## src/rtl/serial_adder_pkg.sv

```systemverilog
// Shared types and constants for the bit-serial adder.
// Holds the FSM state encoding, the default operand width and the
// helper that sizes the bit counter.
package serial_adder_pkg;

    typedef enum logic [1:0] {
        IDLE = 2'd0,
        RUN  = 2'd1,
        DONE = 2'd2
    } state_e;

    localparam int DEFAULT_WIDTH = 8;

    // Counter must index bits 0..w-1; never narrower than one bit.
    function automatic int cnt_width(input int w);
        return (w < 2) ? 1 : $clog2(w);
    endfunction

endpackage

```

## src/rtl/serial_fa_cell.sv

```systemverilog
// One-bit combinational full adder used by the serial adder datapath.
// Latency: zero cycles, purely combinational.
// Backpressure: none, output follows inputs.
module serial_fa_cell (
    input  logic a_i,
    input  logic b_i,
    input  logic c_i,
    output logic s_o,
    output logic c_o
);

    // Sum and carry of a single bit position.
    always_comb begin
        s_o = a_i ^ b_i ^ c_i;
        c_o = (a_i & b_i) | (c_i & (a_i | b_i));
    end

endmodule

```

## src/rtl/serial_adder.sv

```systemverilog
// Bit-serial WIDTH-bit adder driving one full-adder cell LSB first.
// Latency: done pulses WIDTH cycles after the accepting start edge.
// Backpressure: start is ignored while busy; SERIAL_ADDER_OVF_EN adds the ovf output.
module serial_adder
    import serial_adder_pkg::*;
#(
    parameter int WIDTH = DEFAULT_WIDTH
) (
    input  logic             clk,
    input  logic             rst,
    input  logic             start,
    input  logic [WIDTH-1:0] a,
    input  logic [WIDTH-1:0] b,
    input  logic             cin,
    output logic             busy,
    output logic             done,
    output logic [WIDTH-1:0] sum,
    output logic             cout
`ifdef SERIAL_ADDER_OVF_EN
    ,
    output logic             ovf
`endif
);

    localparam int CNT_W = cnt_width(WIDTH);
    localparam int PW    = WIDTH - 1;
    localparam logic [CNT_W-1:0] LAST = CNT_W'(WIDTH - 1);

    state_e           state_q, state_d;
    logic [CNT_W-1:0] cnt_q, cnt_d;
    logic [WIDTH-1:0] a_sr_q, a_sr_d;
    logic [WIDTH-1:0] b_sr_q, b_sr_d;
    // Partial sum holds only WIDTH-1 bits: the final bit goes straight to sum.
    logic [PW-1:0]    s_sr_q, s_sr_d;
    logic             carry_q, carry_d;
    logic [WIDTH-1:0] sum_q, sum_d;
    logic             cout_q, cout_d;
`ifdef SERIAL_ADDER_OVF_EN
    logic             ovf_q, ovf_d;
`endif

    logic fa_s;
    logic fa_c;

    serial_fa_cell u_fa (
        .a_i (a_sr_q[0]),
        .b_i (b_sr_q[0]),
        .c_i (carry_q),
        .s_o (fa_s),
        .c_o (fa_c)
    );

    // State, datapath and result registers.
    always_ff @(posedge clk or posedge rst) begin
        if (rst) begin
            state_q <= IDLE;
            cnt_q   <= '0;
            a_sr_q  <= '0;
            b_sr_q  <= '0;
            s_sr_q  <= '0;
            carry_q <= 1'b0;
            sum_q   <= '0;
            cout_q  <= 1'b0;
`ifdef SERIAL_ADDER_OVF_EN
            ovf_q   <= 1'b0;
`endif
        end else begin
            state_q <= state_d;
            cnt_q   <= cnt_d;
            a_sr_q  <= a_sr_d;
            b_sr_q  <= b_sr_d;
            s_sr_q  <= s_sr_d;
            carry_q <= carry_d;
            sum_q   <= sum_d;
            cout_q  <= cout_d;
`ifdef SERIAL_ADDER_OVF_EN
            ovf_q   <= ovf_d;
`endif
        end
    end

    // Next-state logic: load on accepted start, shift one bit per RUN cycle.
    always_comb begin
        state_d = state_q;
        cnt_d   = cnt_q;
        a_sr_d  = a_sr_q;
        b_sr_d  = b_sr_q;
        s_sr_d  = s_sr_q;
        carry_d = carry_q;
        sum_d   = sum_q;
        cout_d  = cout_q;
`ifdef SERIAL_ADDER_OVF_EN
        ovf_d   = ovf_q;
`endif
        case (state_q)
            IDLE, DONE: begin
                // DONE accepts a start exactly like IDLE so back-to-back adds lose no cycle.
                if (start) begin
                    state_d = RUN;
                    cnt_d   = '0;
                    a_sr_d  = a;
                    b_sr_d  = b;
                    s_sr_d  = '0;
                    carry_d = cin;
                end else begin
                    state_d = IDLE;
                end
            end
            RUN: begin
                a_sr_d  = a_sr_q >> 1;
                b_sr_d  = b_sr_q >> 1;
                s_sr_d  = PW'({fa_s, s_sr_q} >> 1);
                carry_d = fa_c;
                cnt_d   = cnt_q + 1'b1;
                if (cnt_q == LAST) begin
                    state_d = DONE;
                    sum_d   = {fa_s, s_sr_q};
                    cout_d  = fa_c;
`ifdef SERIAL_ADDER_OVF_EN
                    // In the MSB cycle carry_q is the carry into the sign bit.
                    ovf_d   = carry_q ^ fa_c;
`endif
                end
            end
            default: state_d = IDLE;
        endcase
    end

    assign busy = (state_q == RUN);
    assign done = (state_q == DONE);
    assign sum  = sum_q;
    assign cout = cout_q;
`ifdef SERIAL_ADDER_OVF_EN
    assign ovf  = ovf_q;
`endif

endmodule
```

## config.mk

```make
export PLATFORM = sky130hd
export DESIGN_NAME = serial_adder
export DESIGN_NICKNAME = d
export VERILOG_FILES = /design/src/rtl/serial_adder_pkg.sv /design/src/rtl/serial_fa_cell.sv /design/src/rtl/serial_adder.sv
export SDC_FILE = /design/constraint.sdc
export NUM_CORES = 1
export LEC_CHECK = 0
export CAP_MARGIN = 15
export CORE_MARGIN = 8
export CORE_UTILIZATION = 50
export CTS_CLUSTER_DIAMETER = 40
export DETAILED_ROUTE_END_ITERATION = 10
export HOLD_SLACK_MARGIN = 0.15
export PLACE_DENSITY = 0.8
export SLEW_MARGIN = 20
export SYNTH_ARGS = -nofsm -noshare
export SYNTH_HDL_FRONTEND = slang
export SYNTH_SLANG_ARGS = --single-unit
```

## constraint.sdc

```tcl
create_clock -name clk -period 3.2 [get_ports clk]
set_clock_uncertainty 0.1 [all_clocks]
set_input_delay 0.32 -clock clk [delete_from_list [all_inputs] [get_ports clk]]
set_output_delay 0.32 -clock clk [all_outputs]
set_load 0.01 [all_outputs]
```

==> out/qor.yml, run 1 <==
status:
  status: "completed"
worst_hold_path:
  hp-class: "input port to asynchronous set/reset pin"
timing:
  drv_slew: 0
  setup_slack_ns: 0.480
  slew_headroom_pct: 40.2
  period_needed_ns: 2.72
  grt_setup_unrepaired: "false"
  tightest_slew_ns: 0.897
  hold_viol_final: 0
  fmax_mhz: 368
  setup-violations-final: 0
  post-route-period-util_pct: 85.0
  final.setup.tns_ns: 0
floorplanning:
  io_pins: 31
  start_util_pct: 51.2
  core-area_mm2: 0.00326
  num_rows: 21
  dieArea_mm2: 0.00544
  die_w_um: 73.8
  die_height_um: 73.8
cells_and_area:
  regArea_um2: 951
  multi_input_area_um2: 626
  layout-drive-gt1-share_pct: 13.0
  finish.instance_area_mm2: 0.00202
  fillers: 312
  diodes: 0
  finalNetCount: 186
  stdcell_count: 208
  area_growth_pct: 20.8
yosys:
  synth_area_leaders: "dfrtp_1 57%, mux2_4 8.1%, o22ai_1 4.9%, a22o_1 4.7%, nor3_1 3.9%"
  netlist_instances: 134
  syn-num-nets: 157
  synth_top_cell_by_area: "dfrtp_1"
  ys_ff_latch: 38
  syn-cell-area_mm2: 0.00167
  synth_cell_type_count: 24
  seq_area_frac_synth_pct: 57.0
  netlist.area_leader.share_pct: 57.0
  syn-mean-instance-area_um2: 12.5
  yosysWarnings: 0
critical_path:
  path_class: "flip-flop to primary output"
  r2r-start: "state_q[1]"
  cp.required_ns: 2.78
  end_kind: "primary output"
  crit_start: "state_q[0]"
  start_kind: "flip-flop"
  crit_arrival_ns: 2.30
  cp_max_fo: 25
power:
  clkPwrFrac_pct: 12.7
  switching_share_pct: 35.2
  p_int_mw: 1.23
  sequentialPowerShare_pct: 44.3
  power.leakage_nw: 0.902
  peakVddDrop_mv: 0.396
  power.net_switching_uw: 672
  cellPowerDensity_mw_per_mm2: 945
  power.total_mw: 1.91
  combinationalPowerShare_pct: 43.0
place:
  dp.cells: 202
  place_ws_ns: 0.844
  postPlaceCellArea_mm2: 0.00197
  gp_congestion: 0.738
  io_buffer_count: 30
  dp_hpwl_mm: 2.25
clock_network:
  clk_pin_slew_ns: 0.10
  clk_latency_ns: 0.34
  htreeDepth: 2
  cts_setup_buffers: 0
  cts_tree: "yes"
  postCtsHoldBufs: 0
  clockRootBuffer: "clkbuf_4"
  cts_resized: 0
  numCtsBuffers: 5
  cts_max_path_buffers: 2
  cts.sink_count: 38
routing:
  drcViolationCount: 0
  wl_mm: 3.19
  vias: 1171
  avgViaCountPerCell: 5.63
  ant_nets: 0
  wl_per_cell_um: 15.3
  drt_iter0_markers: 42
  dr.pass1.iters: 4
grt:
  met2_usage_pct: 20.5
  grt_pass1_wl_mm: 5.38
  antenna_found_initial: 0
  grt_use_total_pct: 12.8
  grt.overflow.total: 0
  grt_pass1_vias: 1191
  met1_usage_pct: 14.6
  use_met3_pct: 5.87
  grt_max_degree: 39
  grt.busiest_layer: "met2"
job:
  cap_violations: 0
## layer usage
metal	routed length [um]	part of all wire (%)	up-vias
li1	-	-	542
met1	1400	44	585
met2	1520	48	38
met3	213	6.7	6
met4	51	1.6	0
met5	0	0	-
## flip-flops by register name, summed over array words and instances (netlist names)
| signal | count |
|---|---|
| state_q | 2 |
| carry_q | 1 |
| b_sr_q | 8 |
| cout | 1 |
| a_sr_q | 8 |
| s_sr_q | 7 |
| sum | 8 |
| cnt_q | 3 |
## worst paths after layout
check | end | slack (ns) | cells past startpoint
max | busy | 0.48 | 3
min | a_sr_q[6] | 0.28 | 3
max reg2reg | cout | 1.15 | 4
min reg2reg | sum[0] | 0.42 | 1
max in group asynchronous | cout | 2.40 | 3
min in group clk | sum[0] | 0.42 | 1
## cells in the final DEF (no fill, tap or decap), types with 2 or more instances in the layout
cell type	instances
dfrtp_1	38
nand3_1	5
inv_1	2
o22ai_1	13
nor3_1	13
mux2i_1	2
o21ai_0	4
a22oi_1	2
nand2b_1	2
nand2_1	2
a22o_1	9
mux2_2	2
clkdlybuf4s50_1	30
mux2_4	9
ha_1	2
nor2_1	14
clkbuf_4	5
## through the flow
stage	util (%)	hold WS, ns
6_report	61.9	0.281
5_1_grt	61.9	0.319
4_1_cts	61.9	0.291
3_5_place_dp	60.3	0.390
3_3_place_gp	60.3	0.381
2_1_floorplan	-	0.348
## logic make-up (layout without fill, tap and decap cells)
kind of cell             count (synthesis)  in the layout  share of synthesized area [%]
AO/OA/AOI/OAI                           28             28                           11.7
adder cells (fa/ha/maj)                  3              3                           2.70
buffers and inverters                   12             40                           5.55
flip-flops                              38             38                           57.0
multiplexers                            13             13                           10.6
AND/OR/NAND/NOR                         40             40                           12.4
## layout make-up
class | count | share of cell area [%]
flip-flops and latches | 38 | 47.1
clock buffers | 6 | 2.54
repair buffers | 31 | 15.3
inverters | 3 | 1.18
well taps | 46 | 2.85
multi-input cells | 84 | 31.0
## synthesized netlist by cell type (all sizes together)
library cell	number
nand2b	2
nor3	13
buf	9
nor2b	1
and2b	1
o21ai	4
mux2	11
nand3	5
ha	2
inv	3
a22oi	2
o22ai	13
nor2	15
fa	1
nand2	3
dfrtp	38
mux2i	2
a22o	9
## power by group through the flow
| stage | Clock [mW] | Sequential [mW] | Combinational (mW) |
|---|---|---|---|
| 2_1_floorplan | 0 | 0.833 | 0.641 |
| 3_3_place_gp | 0 | 0.842 | 0.793 |
| 3_5_place_dp | 0 | 0.856 | 0.826 |
| 4_1_cts | 0.251 | 0.845 | 0.830 |
| 5_1_grt | 0.269 | 0.872 | 0.903 |
| 6_report | 0.242 | 0.845 | 0.820 |
## critical path, cell delays in order, from the launching register on
cell             delay (ns)
dfrtp_1                0.51
nand2b_1               0.53
inv_12                 0.34
clkdlybuf4s50_1        0.58
No activity file was read; power rests on OpenSTA's default activity.
==> inputs of run 2 (changes only) <==
--- a/config.mk
+++ b/config.mk
@@ -12,7 +12,7 @@
 export DETAILED_ROUTE_END_ITERATION = 10
 export HOLD_SLACK_MARGIN = 0.15
 export PLACE_DENSITY = 0.8
-export SLEW_MARGIN = 20
+export SLEW_MARGIN = 30
 export SYNTH_ARGS = -nofsm -noshare
 export SYNTH_HDL_FRONTEND = slang
 export SYNTH_SLANG_ARGS = --single-unit
==> results of run 2 <==
The final DEF is identical to that of run 1; final timing and power are the same.
==> inputs of run 3 (changes only) <==
--- a/config.mk
+++ b/config.mk
@@ -6,6 +6,7 @@
 export NUM_CORES = 1
 export LEC_CHECK = 0
 export CAP_MARGIN = 15
+export CORE_ASPECT_RATIO = 0.7
 export CORE_MARGIN = 8
 export CORE_UTILIZATION = 50
 export CTS_CLUSTER_DIAMETER = 40
==> out/qor.yml, run 3 (synthesis gave the netlist of run 1 again) <==
status:
  status: "completed"
floorplanning:
  num_rows: 17  # -19%
  die_height_um: 64.3  # -13%
  io_pins: 31  # unchanged
  die_w_um: 85.1  # +15%
  core-area_mm2: 0.00317  # -2.7%
  start_util_pct: 52.7  # +1.4 points
  dieArea_mm2: 0.00547  # +0.55%
timing:
  post-route-period-util_pct: 70.6  # -14 points
  grt_setup_unrepaired: "false"
  fmax_mhz: 443  # +20%
  hold_viol_final: 0  # unchanged
  slew_headroom_pct: 59.1  # +19 points
  hold-worst-slack_ns: 0.321  # +0.0397 ns
  setup_slack_ns: 0.940  # +0.461 ns
  period_needed_ns: 2.26  # -0.461 ns
  setup-violations-final: 0  # unchanged
  final.setup.tns_ns: 0  # unchanged
  tightest_slew_ns: 0.613  # -0.284 ns
  drv_slew: 0  # unchanged
grt:
  grt_pass1_vias: 1168  # -1.9%
  met1_usage_pct: 16.5  # +1.9 points
  grt_pass1_wl_mm: 5.71  # +6.2%
  use_met3_pct: 5.87  # about the same
  grt.busiest_layer: "met2"
  grt.overflow.total: 0  # unchanged
  grt_use_total_pct: 13.4  # +0.57 points
  grt_max_degree: 39  # unchanged
  antenna_found_initial: 0  # unchanged
  met2_usage_pct: 20.3  # -0.18 points
clock_network:
  clockRootBuffer: "clkbuf_8"
  postCtsHoldBufs: 0  # unchanged
  clk_pin_slew_ns: 0.08  # -0.02 ns
  cts_tree: "yes"
  htreeDepth: 2  # unchanged
  cts_max_path_buffers: 2  # unchanged
  cts.sink_count: 38  # unchanged
  clk_latency_ns: 0.30  # -0.04 ns
  numCtsBuffers: 5  # unchanged
  cts_resized: 0  # unchanged
  cts_setup_buffers: 0  # unchanged
cells_and_area:
  final_cell_mix: "38 x dfrtp_1, 30 x clkdlybuf4s50_1, 14 x nor2_1"
  regArea_um2: 951  # unchanged
  finish.instance_area_mm2: 0.00211  # +4.4%
  finalNetCount: 187  # +0.54%
  layout-drive-gt1-share_pct: 14.5  # +1.6 points
  stdcell_count: 203  # -2.4%
  diodes: 0  # unchanged
  finish.utilization_pct: 66.4  # +4.5 points
  area_growth_pct: 26.2
  layout_commonest_cell: "dfrtp_1"
  multi_input_area_um2: 626  # unchanged
  fillers: 226  # -28%
place:
  gp_congestion: 0.731  # -1.0%
  postPlaceCellArea_mm2: 0.00196  # -0.13%
  dp_hpwl_mm: 2.34  # +4.4%
  dp.cells: 195  # -3.5%
  io_buffer_count: 30  # unchanged
  place_ws_ns: 1.25  # +0.409 ns
power:
  peakVddDrop_mv: 0.551  # +39%
  power.total_mw: 2.20  # +15%
  cellPowerDensity_mw_per_mm2: 1050  # +11%
  power.leakage_nw: 0.948  # +5.1%
critical_path:
  r2r_cells: 4  # unchanged
  end_kind: "primary output"
  r2r_end: "sum[1]"
  r2r_setup_slack_ns: 1.58  # +0.43 ns
  cp_max_fo: 25  # unchanged
  path_class: "flip-flop to primary output"
  crit_arrival_ns: 1.84  # -0.46 ns
  r2r-start: "state_q[0]"
  start_kind: "flip-flop"
  cp.required_ns: 2.78  # about the same
routing:
  ant_nets: 0  # unchanged
  avgViaCountPerCell: 5.53  # -1.8%
  vias: 1122  # -4.2%
  wl_per_cell_um: 16.9  # +10%
  wl_mm: 3.43  # +7.5%
  drt_iter0_markers: 101  # +140%
  dr.pass1.iters: 6  # +2
  drcViolationCount: 0  # unchanged
worst_hold_path:
  hp-class: "input port to asynchronous set/reset pin"
job:
  cap_violations: 0  # unchanged
-- run 3: cell type report --
type	count	share of cell area, %
inverter	3	1.13
timing repair buffer	32	15.0
multi-input combinational	84	29.7
clock inverter	2	2.85
clock buffer	6	3.92
sequential	38	45.2
tap	38	2.26
-- run 3: critical path: stages (launching register included) --
cell             delay [ns]
dfrtp_1                0.51
nand2b_1               0.26
inv_12                 0.20
clkdlybuf4s50_1        0.56
-- run 3: how the worst max path moves through the flow --
stage / from / endpoint / cells after the start
after detailed placement: start / s_sr_q[6] / 4
after floorplan: cnt_q[0] / cout / 4
after global routing: state_q[0] / busy / 3
after global placement: start / s_sr_q[5] / 4
after CTS: state_q[0] / busy / 3
final: state_q[0] / busy / 3
-- run 3: power by group --
group / switching, mW / total, mW / leakage, nW / internal, mW
Clock: 0.173 / 0.505 / 0.0714 / 0.332
Combinational: 0.392 / 0.838 / 0.404 / 0.446
Sequential: 0.158 / 0.858 / 0.472 / 0.699
Total: 0.723 / 2.20 / 0.948 / 1.48
-- run 3: per-layer routing --
metal  wire (um)  share of wire (%)
met5           0                  0
met4          46                1.3
met3         205                6.0
met2        1630                 47
met1        1550                 45
